===== src/rtl/cpu_axi_bridge_pkg.sv =====
// Shared constants, FSM encodings and size helper for the CPU-to-AXI3 bridge.
package cpu_axi_bridge_pkg;

  localparam logic [2:0] SIZE_WORD  = 3'b010;
  localparam logic [1:0] BURST_INCR = 2'b01;
  localparam logic [3:0] LEN_SINGLE = 4'd0;

  typedef enum logic [1:0] {
    R_IDLE = 2'd0,
    R_AR   = 2'd1,
    R_WAIT = 2'd2
  } rd_state_e;

  typedef enum logic [1:0] {
    W_IDLE = 2'd0,
    W_REQ  = 2'd1,
    W_B    = 2'd2
  } wr_state_e;

  // CPU size codes 0/1/2 map directly onto AXI byte/half/word sizes.
  function automatic logic [2:0] axi_size(input logic [1:0] cpu_size);
    return {1'b0, cpu_size};
  endfunction

endpackage


===== src/rtl/cpu_axi_bridge_write.sv =====
// Single-beat AXI3 write engine: issues AW and W together, completes each
// handshake independently, then waits for the B response.
module axi_write_ctrl
  import cpu_axi_bridge_pkg::*;
(
  input  logic        clk,
  input  logic        resetn,
  input  logic        i_accept,
  input  logic [31:0] i_addr,
  input  logic [2:0]  i_size,
  input  logic [31:0] i_wdata,
  input  logic [3:0]  i_wstrb,
  output logic [31:0] o_awaddr,
  output logic [2:0]  o_awsize,
  output logic        o_awvalid,
  input  logic        i_awready,
  output logic [31:0] o_wdata,
  output logic [3:0]  o_wstrb,
  output logic        o_wvalid,
  input  logic        i_wready,
  input  logic        i_bvalid,
  output logic        o_bready,
  output logic        o_b_done
);

  wr_state_e   r_state;
  logic [31:0] r_awaddr;
  logic [2:0]  r_awsize;
  logic        r_awvalid;
  logic [31:0] r_wdata;
  logic [3:0]  r_wstrb;
  logic        r_wvalid;
  logic        r_bready;
  logic        w_aw_done;
  logic        w_w_done;

  // A channel counts as done once its valid has dropped or it handshakes now.
  assign w_aw_done = !r_awvalid || i_awready;
  assign w_w_done  = !r_wvalid  || i_wready;

  always_ff @(posedge clk) begin
    if (!resetn) begin
      r_state   <= W_IDLE;
      r_awaddr  <= 32'd0;
      r_awsize  <= 3'd0;
      r_awvalid <= 1'b0;
      r_wdata   <= 32'd0;
      r_wstrb   <= 4'd0;
      r_wvalid  <= 1'b0;
      r_bready  <= 1'b0;
    end else begin
      case (r_state)
        W_IDLE: begin
          if (i_accept) begin
            r_awaddr  <= i_addr;
            r_awsize  <= i_size;
            r_wdata   <= i_wdata;
            r_wstrb   <= i_wstrb;
            r_awvalid <= 1'b1;
            r_wvalid  <= 1'b1;
            r_state   <= W_REQ;
          end
        end
        W_REQ: begin
          if (i_awready) r_awvalid <= 1'b0;
          if (i_wready)  r_wvalid  <= 1'b0;
          if (w_aw_done && w_w_done) begin
            r_bready <= 1'b1;
            r_state  <= W_B;
          end
        end
        W_B: begin
          if (i_bvalid) begin
            r_bready <= 1'b0;
            r_state  <= W_IDLE;
          end
        end
        default: begin
          r_awvalid <= 1'b0;
          r_wvalid  <= 1'b0;
          r_bready  <= 1'b0;
          r_state   <= W_IDLE;
        end
      endcase
    end
  end

  assign o_awaddr  = r_awaddr;
  assign o_awsize  = r_awsize;
  assign o_awvalid = r_awvalid;
  assign o_wdata   = r_wdata;
  assign o_wstrb   = r_wstrb;
  assign o_wvalid  = r_wvalid;
  assign o_bready  = r_bready;
  assign o_b_done  = (r_state == W_B) && i_bvalid;

endmodule


===== src/rtl/cpu_axi_bridge.sv =====
// Converts the core's SRAM-like instruction and data ports into one AXI3
// master with single-beat transfers; reads share one AR/R engine.
module cpu_axi_bridge
  import cpu_axi_bridge_pkg::*;
#(
  parameter int ID_W    = 4,
  parameter int INST_ID = 0,
  parameter int DATA_ID = 1
) (
  input  logic            clk,
  input  logic            resetn,
  input  logic            inst_req,
  input  logic [31:0]     inst_addr,
  output logic [31:0]     inst_rdata,
  output logic            inst_addr_ok,
  output logic            inst_data_ok,
  input  logic            data_req,
  input  logic            data_wr,
  input  logic [3:0]      data_wstrb,
  input  logic [31:0]     data_addr,
  input  logic [2:0]      data_size,
  input  logic [31:0]     data_wdata,
  output logic [31:0]     data_rdata,
  output logic            data_addr_ok,
  output logic            data_data_ok,
  output logic [ID_W-1:0] arid,
  output logic [31:0]     araddr,
  output logic [3:0]      arlen,
  output logic [2:0]      arsize,
  output logic [1:0]      arburst,
  output logic            arvalid,
  input  logic            arready,
  input  logic [ID_W-1:0] rid,
  input  logic [31:0]     rdata,
  input  logic [1:0]      rresp,
  input  logic            rlast,
  input  logic            rvalid,
  output logic            rready,
  output logic [ID_W-1:0] awid,
  output logic [31:0]     awaddr,
  output logic [3:0]      awlen,
  output logic [2:0]      awsize,
  output logic [1:0]      awburst,
  output logic            awvalid,
  input  logic            awready,
  output logic [31:0]     wdata,
  output logic [3:0]      wstrb,
  output logic            wlast,
  output logic            wvalid,
  input  logic            wready,
  input  logic [ID_W-1:0] bid,
  input  logic [1:0]      bresp,
  input  logic            bvalid,
  output logic            bready
);

  rd_state_e       r_rstate;
  logic [31:0]     r_araddr;
  logic [2:0]      r_arsize;
  logic [ID_W-1:0] r_arid;
  logic            r_arvalid;
  logic            r_rready;
  logic [31:0]     r_inst_rdata;
  logic [31:0]     r_data_rdata;
  logic            r_inst_data_ok;
  logic            r_data_data_ok;
  logic            r_inst_busy;
  logic            r_data_busy;

  logic            w_inst_idle;
  logic            w_data_idle;
  logic            w_rd_free;
  logic            w_data_rd_acc;
  logic            w_data_wr_acc;
  logic            w_inst_acc;
  logic            w_r_hs;
  logic            w_rid_data;
  logic            w_b_done;
  logic            w_unused;

  // Responses are always completed as OKAY and a single beat is always last.
  assign w_unused = ^{rresp, rlast, bresp, bid, data_size[2]};

  // A port frees up in the very cycle its data_ok is presented to the core.
  assign w_inst_idle   = !r_inst_busy || r_inst_data_ok;
  assign w_data_idle   = !r_data_busy || r_data_data_ok;
  assign w_rd_free     = resetn && (r_rstate == R_IDLE);
  assign w_data_rd_acc = w_rd_free && data_req && !data_wr && w_data_idle;
  assign w_data_wr_acc = resetn && data_req && data_wr && w_data_idle;
  assign w_inst_acc    = w_rd_free && inst_req && w_inst_idle && !w_data_rd_acc;
  assign w_r_hs        = (r_rstate == R_WAIT) && rvalid;
  assign w_rid_data    = (rid == ID_W'(DATA_ID));

  assign inst_addr_ok  = w_inst_acc;
  assign data_addr_ok  = w_data_rd_acc || w_data_wr_acc;

  always_ff @(posedge clk) begin
    if (!resetn) begin
      r_rstate     <= R_IDLE;
      r_araddr     <= 32'd0;
      r_arsize     <= 3'd0;
      r_arid       <= '0;
      r_arvalid    <= 1'b0;
      r_rready     <= 1'b0;
      r_inst_rdata <= 32'd0;
      r_data_rdata <= 32'd0;
    end else begin
      case (r_rstate)
        R_IDLE: begin
          if (w_data_rd_acc) begin
            r_araddr  <= data_addr;
            r_arsize  <= axi_size(data_size[1:0]);
            r_arid    <= ID_W'(DATA_ID);
            r_arvalid <= 1'b1;
            r_rstate  <= R_AR;
          end else if (w_inst_acc) begin
            r_araddr  <= inst_addr;
            r_arsize  <= SIZE_WORD;
            r_arid    <= ID_W'(INST_ID);
            r_arvalid <= 1'b1;
            r_rstate  <= R_AR;
          end
        end
        R_AR: begin
          if (arready) begin
            r_arvalid <= 1'b0;
            r_rready  <= 1'b1;
            r_rstate  <= R_WAIT;
          end
        end
        R_WAIT: begin
          if (rvalid) begin
            r_rready <= 1'b0;
            r_rstate <= R_IDLE;
            if (w_rid_data) begin
              r_data_rdata <= rdata;
            end else begin
              r_inst_rdata <= rdata;
            end
          end
        end
        default: begin
          r_arvalid <= 1'b0;
          r_rready  <= 1'b0;
          r_rstate  <= R_IDLE;
        end
      endcase
    end
  end

  always_ff @(posedge clk) begin
    if (!resetn) begin
      r_inst_data_ok <= 1'b0;
      r_data_data_ok <= 1'b0;
    end else begin
      r_inst_data_ok <= w_r_hs && !w_rid_data;
      r_data_data_ok <= (w_r_hs && w_rid_data) || w_b_done;
    end
  end

  // Busy spans addr_ok..data_ok; a same-cycle re-accept keeps it set.
  always_ff @(posedge clk) begin
    if (!resetn) begin
      r_inst_busy <= 1'b0;
      r_data_busy <= 1'b0;
    end else begin
      if (w_inst_acc) begin
        r_inst_busy <= 1'b1;
      end else if (r_inst_data_ok) begin
        r_inst_busy <= 1'b0;
      end
      if (data_addr_ok) begin
        r_data_busy <= 1'b1;
      end else if (r_data_data_ok) begin
        r_data_busy <= 1'b0;
      end
    end
  end

  axi_write_ctrl u_write (
    .clk       (clk),
    .resetn    (resetn),
    .i_accept  (w_data_wr_acc),
    .i_addr    (data_addr),
    .i_size    (axi_size(data_size[1:0])),
    .i_wdata   (data_wdata),
    .i_wstrb   (data_wstrb),
    .o_awaddr  (awaddr),
    .o_awsize  (awsize),
    .o_awvalid (awvalid),
    .i_awready (awready),
    .o_wdata   (wdata),
    .o_wstrb   (wstrb),
    .o_wvalid  (wvalid),
    .i_wready  (wready),
    .i_bvalid  (bvalid),
    .o_bready  (bready),
    .o_b_done  (w_b_done)
  );

  assign inst_rdata   = r_inst_rdata;
  assign inst_data_ok = r_inst_data_ok;
  assign data_rdata   = r_data_rdata;
  assign data_data_ok = r_data_data_ok;
  assign arid         = r_arid;
  assign araddr       = r_araddr;
  assign arsize       = r_arsize;
  assign arvalid      = r_arvalid;
  assign rready       = r_rready;
  assign arlen        = LEN_SINGLE;
  assign awlen        = LEN_SINGLE;
  assign arburst      = BURST_INCR;
  assign awburst      = BURST_INCR;
  assign awid         = ID_W'(DATA_ID);
  assign wlast        = 1'b1;

endmodule


===== config.mk =====
export PLATFORM = sky130hd
export DESIGN_NAME = cpu_axi_bridge
export DESIGN_NICKNAME = d
export VERILOG_FILES = /design/src/rtl/cpu_axi_bridge_pkg.sv /design/src/rtl/cpu_axi_bridge_write.sv /design/src/rtl/cpu_axi_bridge.sv
export SDC_FILE = /design/constraint.sdc
export NUM_CORES = 1
export LEC_CHECK = 0
export ABC_AREA = 0
export CAP_MARGIN = 20
export CORE_ASPECT_RATIO = 1.25
export CORE_MARGIN = 2
export CORE_UTILIZATION = 36
export CTS_CLUSTER_DIAMETER = 80
export DETAILED_ROUTE_END_ITERATION = 8
export PLACE_DENSITY = 0.87
export SYNTH_ARGS = -nofsm -noshare
export SYNTH_HDL_FRONTEND = slang
export SYNTH_SLANG_ARGS = --single-unit

===== constraint.sdc =====
create_clock -name clk -period 1.55 [get_ports clk]
set_clock_uncertainty 0.15 [all_clocks]
set_input_delay 0.31 -clock clk [delete_from_list [all_inputs] [get_ports clk]]
set_output_delay 0.31 -clock clk [all_outputs]
set_load 0.005 [all_outputs]

==> metrics.yaml, run 1 <==
grt:
  antenna_found_initial: 0
  grt_max_degree: 61
  first_global_vias: 6977
  grt_usage_pct: 22.1
  gr-total-overflow: 0
  wire_length_of_the_first_global_routing_pass_um: 35800
route:
  drt_drc_violations_left: 0
  viasPerCell: 4.94
  count_of_vias_placed_by_the_detailed_router: 7114
  routedWlPerCell_um: 16.3
  postRouteAntennaNets: 0
  routed_wl_um: 23500
  first_pass_iters: 5
  violation_count_after_the_first_detailed_route_iteration: 346
setup_path:
  crit_type: "register to output pin"
  crit_fanout: 3
  r2r_cells: 6
  timing.critical_path.to: "inst_addr_ok"
  worst_setup_path_end_kind: "output pin"
  crit-reg2reg-launch: "r_rstate[0]"
  timing.critical_path.mode_cell: "buf_6"
  critical_path_data_arrival_time_ns: 1.49
  reg2reg_setup_slack_ns: -0.30
  timing.critical_path.required_ns: 1.09
  cpMaxStageDelayCell: "dfxtp_2"
  critPathLaunch: "r_rstate[0]"
  r2r-end: "arsize[0]"
  cp-start-kind: "register"
  timing.critical_path.cells: "nor3b_4, buf_6, and3_4, nand2_2, inv_2, buf_6"
  critPathMaxStageDelay_ns: 0.34
clock_tree:
  insertion_delay_ns: 0.41
  clock_sinks: 182
  cts-hold-fix-buffers: 0
  cts-root-buf: "clkbuf_16"
  cts.clk_slew.worst_paths_ns: 0.08
  cts_tree: "done"
  cts_max_path_buffers: 2
  cts_inserted_buffers: 17
  h_tree_depth: 4
synth:
  postSynth.topFlopCell: "dfxtp_1"
  synth_cells: 868
  postSynth.asyncResetShare_pct: 0
  syn-cell-area_mm2: 0.00692
  synth-edff-count: 0
  syn-mean-instance-area_um2: 7.97
  yosys_register_bits: 182
  yosysWarnings: 0
  ys_seq_area_share_pct: 52.7
  synthDistinctLibCells: 30
power_and_ir_drop:
  clock_power_share_pct: 40.3
  pwr_density_cell_mw_per_mm2: 956
  power_report.internal_total_mw: 7.95
  p_sw_mw: 2.70
  combPwrFrac_pct: 13.2
  seq_power_share_pct: 46.5
  ir_drop_uv: 605
  power.static_leakage_nw: 4.79
  power_switching_share_pct: 25.3
placement:
  placement.io_buffers: 325
  detailed_place_hpwl_um: 16200
  routability_driven_placement_congestion_ratio: 0.810
  placedCellCount: 1394
timing:
  post-route-min-period_ns: 1.95
  fin_ws_ns: -0.405
  timing.final.max_slew_violations: 0
  rsz_0062_raised_after_global_routing: "yes"
  worst_pin_slew_ns: 0.567
  post-route-period-util_pct: 126
  setup-violations-final: 138
  finalHoldViolCount: 0
  max-slew-margin-rel_pct: 62.2
  timing.fmax_mhz: 512
die:
  num_io_pins: 358
  die_w_um: 128
  placementRows: 56
  core-area_mm2: 0.0188
  die_area_mm2: 0.0204
  initial_core_util_pct: 36.8
  die-height_um: 159
cells_and_area:
  area_growth_pct: 61.0
  finish.utilization_pct: 59.3
  fill_cells: 1658
  multi_input_area_mm2: 0.00295
  insertedDiodeCount: 0
  layoutNonFillerInstCount: 1439
  nets: 1352
  mostFrequentLayoutCell: "nand2_1"
  most_frequent_cells_in_the_layout: "nand2_1, dlygate4sd2_1, dfxtp_1"
  ff_latch_area_mm2: 0.00369
  share_of_layout_cells_above_drive_strength_1_pct: 12.1
outcome:
  run_status: "finished with violations"
  failed_checks: "negative setup slack"
hold_path:
  worst_hold_startpoint: "resetn"
  hold_class: "input pin to register"
run:
  cap_violations: 0
==> cell families after synthesis <==
kind of cell	synth area share [%]
compound gates	18.3
buf+inv	7.16
flops	52.7
other cells	0.109
simple gates	21.8
==> synthesized netlist by cell type, types with 2 or more instances <==
cell | count | area share, %
and4b_1 | 2 | 0.29
o21ai_0 | 42 | 3.0
buf_2 | 15 | 1.1
nor2_1 | 6 | 0.33
a32o_1 | 3 | 0.43
a31oi_1 | 33 | 3.0
buf_6 | 3 | 0.49
nand2b_1 | 6 | 0.54
and2_1 | 3 | 0.27
nand3_1 | 4 | 0.29
conb_1 | 2 | 0.11
a21boi_0 | 36 | 3.9
dfxtp_1 | 182 | 53
clkbuf_1 | 38 | 2.1
inv_1 | 5 | 0.27
a21oi_1 | 102 | 7.4
a21boi_1 | 4 | 0.43
nand2_1 | 341 | 18
buf_4 | 30 | 3.3
==> metal layers <==
| layer | vias to the layer above | part of all wire (%) | track usage, % |
|---|---|---|---|
| met3 | 41 | 8.8 | 7.63 |
| met4 | 0 | 2.9 | 9.04 |
| met2 | 334 | 50 | 38.8 |
| met5 | - | 0 | 0 |
| met1 | 3282 | 38 | 24.3 |
| li1 | 3457 | - | - |
==> layout make-up <==
type / count / share of cell area [%]
clock buffers: 19 / 3.98
clock inverters: 13 / 1.27
inverters: 5 / 0.180
multi-input cells: 615 / 26.5
flip-flops and latches: 182 / 33.1
well taps: 232 / 2.61
repair buffers: 373 / 32.4
==> sequential cells by signal (all words and copies together) (netlist names) <==
| register | count |
|---|---|
| r_rstate | 2 |
| inst_rdata | 32 |
| arsize | 2 |
| u_write.o_wstrb | 4 |
| araddr | 32 |
| u_write.o_bready | 1 |
| arvalid | 1 |
| arid | 1 |
| u_write.o_awsize | 2 |
| rready | 1 |
| data_data_ok | 1 |
| data_rdata | 32 |
| u_write.o_awaddr | 32 |
| inst_data_ok | 1 |
| r_inst_busy | 1 |
| u_write.o_wdata | 32 |
| u_write.o_awvalid | 1 |
| r_data_busy | 1 |
| u_write.o_wvalid | 1 |
| u_write.r_state | 2 |
==> power groups by stage <==
stage	clock network, mW	registers, mW	logic (mW)
final	4.29	4.96	1.41
after global routing	4.58	4.98	1.53
after floorplan	0	5.07	0.513
after detailed placement	0	5.06	1.44
after global placement	0	5.05	1.42
after CTS	4.38	4.95	1.39
==> critical path, delay by kind of cell (launching register included) <==
family	cells	cell delay [ns]
AND/OR/NAND/NOR	3	0.44
flip-flops	1	0.34
buffers and inverters	3	0.30
==> metrics by stage <==
stage	setup TNS, ns	worst slack (ns)	hold WS, ns	power (mW)	cell area [um^2]
after floorplan	-0.204	-0.104	0.286	5.58	7020
after global placement	-74.29	-0.595	0.286	6.47	10400
after detailed placement	-80.02	-0.628	0.293	6.50	10400
after CTS	-12.25	-0.450	0.240	10.7	11000
after global routing	-26.20	-0.485	0.261	11.1	11100
final	-12.71	-0.405	0.266	10.7	11100
==> worst min path at each step <==
stage,to,slack [ns],cells after the start
2_1_floorplan,arsize[0],0.29,1
3_5_place_dp,arsize[1],0.29,2
3_3_place_gp,u_write.o_bready,0.29,2
6_report,araddr[11],0.27,4
4_1_cts,araddr[11],0.24,4
5_1_grt,araddr[16],0.26,4
==> timing repair <==
action / CTS / global route
buffers inserted: 7 / 1
pin swaps: 3 / 3
resized for setup: 254 / 26
setup endpoints to repair: 350 / 177
cloned: 2 / 3
No activity file was read; power rests on OpenSTA's default activity.
==> run 2: changes to the inputs <==
--- a/config.mk
+++ b/config.mk
@@ -6,13 +6,15 @@
 export NUM_CORES = 1
 export LEC_CHECK = 0
 export ABC_AREA = 0
+export ABC_CLOCK_PERIOD_IN_PS = 1550
 export CAP_MARGIN = 20
 export CORE_ASPECT_RATIO = 1.25
 export CORE_MARGIN = 2
-export CORE_UTILIZATION = 36
+export CORE_UTILIZATION = 37
+export CTS_BUF_LIST = sky130_fd_sc_hd__clkbuf_2
 export CTS_CLUSTER_DIAMETER = 80
 export DETAILED_ROUTE_END_ITERATION = 8
-export PLACE_DENSITY = 0.87
+export PLACE_DENSITY = 0.89
 export SYNTH_ARGS = -nofsm -noshare
 export SYNTH_HDL_FRONTEND = slang
 export SYNTH_SLANG_ARGS = --single-unit
==> run 2 against run 1 <==
Compared with the run above:
- the flow still finishes with violations (negative setup slack)
- non-clock buffer count up 186
- via count increased by 26%
- combinational power is 59% higher
- global-route usage up 6.7 points
- register-to-register slack lost 0.32 ns
- sequential share of layout area is 4.2 points lower
- power is 7.5% lower
- cell area grew 20%
- fmax is 16% lower
- routed wire length up 51%
- flip-flop and latch count stayed put
- core utilization increased by 14 points
- critical path type unchanged
==> metrics.yaml, run 2 (same netlist as run 1, synthesis figures left out) <==
outcome:
  run_status: "finished with violations"
  failed_checks: "negative setup slack"
route:
  routedWlPerCell_um: 21.8
  first_pass_iters: 8
  viasPerCell: 5.51
  postRouteAntennaNets: 0
  routed_wl_um: 35400
  drt_drc_violations_left: 0
  violation_count_after_the_first_detailed_route_iteration: 684
  count_of_vias_placed_by_the_detailed_router: 8941
timing:
  setup-violations-final: 320
  post-route-min-period_ns: 2.34
  rsz_0062_raised_after_global_routing: "yes"
  timing.fmax_mhz: 428
  final.hold.worst_slack_ns: 0.0201
  worst_pin_slew_ns: 1.13
  finalHoldViolCount: 0
  post-route-period-util_pct: 151
  fin_ws_ns: -0.787
  timing.final.max_slew_violations: 0
  max-slew-margin-rel_pct: 24.6
clock_tree:
  cts-root-buf: "clkbuf_2"
  cts_inserted_buffers: 17
  h_tree_depth: 4
  clock_sinks: 182
  cts.clk_slew.worst_paths_ns: 0.30
  cts_tree: "done"
  cts_max_path_buffers: 2
  insertion_delay_ns: 0.78
  cts-hold-fix-buffers: 138
grt:
  first_global_vias: 8567
  wire_length_of_the_first_global_routing_pass_um: 45100
  antenna_found_initial: 1
  gr-total-overflow: 0
  grt_max_degree: 63
  grt_usage_pct: 28.8
cells_and_area:
  most_frequent_cells_in_the_layout: "nand2_1, dfxtp_2, clkdlybuf4s50_1"
  nets: 1538
  share_of_layout_cells_above_drive_strength_1_pct: 38.8
  layoutNonFillerInstCount: 1624
  fill_cells: 1046
  final_cell_area_mm2: 0.0134
  area_growth_pct: 93.8
  mostFrequentLayoutCell: "nand2_1"
die:
  core-area_mm2: 0.0182
  num_io_pins: 358
  die_w_um: 126
  initial_core_util_pct: 37.9
  die-height_um: 157
  die_area_mm2: 0.0198
  placementRows: 55
power_and_ir_drop:
  pwr_density_cell_mw_per_mm2: 735
  power.static_leakage_nw: 5.33
  ir_drop_uv: 496
placement:
  place_worst_setup_slack_ns: -0.621
  post_dp_cell_area_mm2: 0.0104
  placement.io_buffers: 325
  detailed_place_hpwl_um: 16200
  routability_driven_placement_congestion_ratio: 0.793
  placedCellCount: 1390
setup_path:
  critical_path_data_arrival_time_ns: 1.88
  cp-start-kind: "register"
  crit_type: "register to output pin"
  crit_fanout: 3
  timing.critical_path.required_ns: 1.09
  worst_setup_path_end_kind: "output pin"
run:
  cap_violations: 0
hold_path:
  hold_class: "input pin to register"
-- run 2: cell types whose count changed in the layout (fill, tap and decap cells not counted), moves of 45 or more --
cell and delta:
dlygate4sd2_1 -172, dfxtp_1 -146, dfxtp_2 +146, dlygate4sd3_1 +138
buf_6 +137, buf_2 +45
-- run 2: timing repair --
item / in CTS / in global routing
buffers inserted: 24 / 25
endpoints found under the hold margin: 170 / 1
pin swaps: 2 / 1
resized for setup: 1030 / 115
gates cloned: 8 / 6
setup endpoints to repair: 317 / 326
-- run 2: path summary, 6_finish.rpt --
check	to	cells past startpoint	slack, ns	startpoint
min reg2reg	arsize[1]	2	0.32	arsize[1]
max	inst_addr_ok	6	-0.79	r_rstate[1]
max reg2reg	araddr[13]	10	-0.62	r_rstate[1]
min	r_inst_busy	6	0.02	resetn
-- run 2: critical path, cell delays in order, from the launching register on --
cell	delay (ns)
dfxtp_2	0.40
nor3b_4	0.17
buf_6	0.15
and3_4	0.20
nand2_4	0.05
inv_2	0.05
buf_6	0.10
-- run 2: area by class of cell --
class	instances	area, um^2	share of cell area, %
antenna	3	7.51	0.0560
clock buffer	17	85.1	0.635
clock inverter	15	159	1.19
inverter	5	20.0	0.149
multi-input combinational	615	3280	24.4
sequential	182	3870	28.9
tap	228	285	2.13
timing repair buffer	559	5700	42.5
-- run 2: layer usage --
metal	GRT usage [%]	vias to the layer above	share of wire, %
met3	7.55	232	9.4
li1	-	3841	-
met5	0	-	0
met1	31.3	4141	34
met2	50.9	727	49
met4	16.1	0	7.2
-- run 2: through the flow --
stage | power, mW | TNS, ns | util, %
floorplan | 5.58 | -0.204 | -
global placement | 6.48 | -77.31 | 57.3
detailed placement | 6.51 | -83.24 | 57.3
CTS | 9.39 | -63.75 | 68.5
global route | 10.2 | -90.52 | 73.5
finish | 9.85 | -64.02 | 73.5
-- run 2: power breakdown --
group          leakage (nW)  internal, mW  switching (mW)  total [mW]
combinational          3.62          1.26           0.978        2.24
clock                 0.150         0.663            1.90        2.56
sequential             1.56          4.90           0.146        5.05
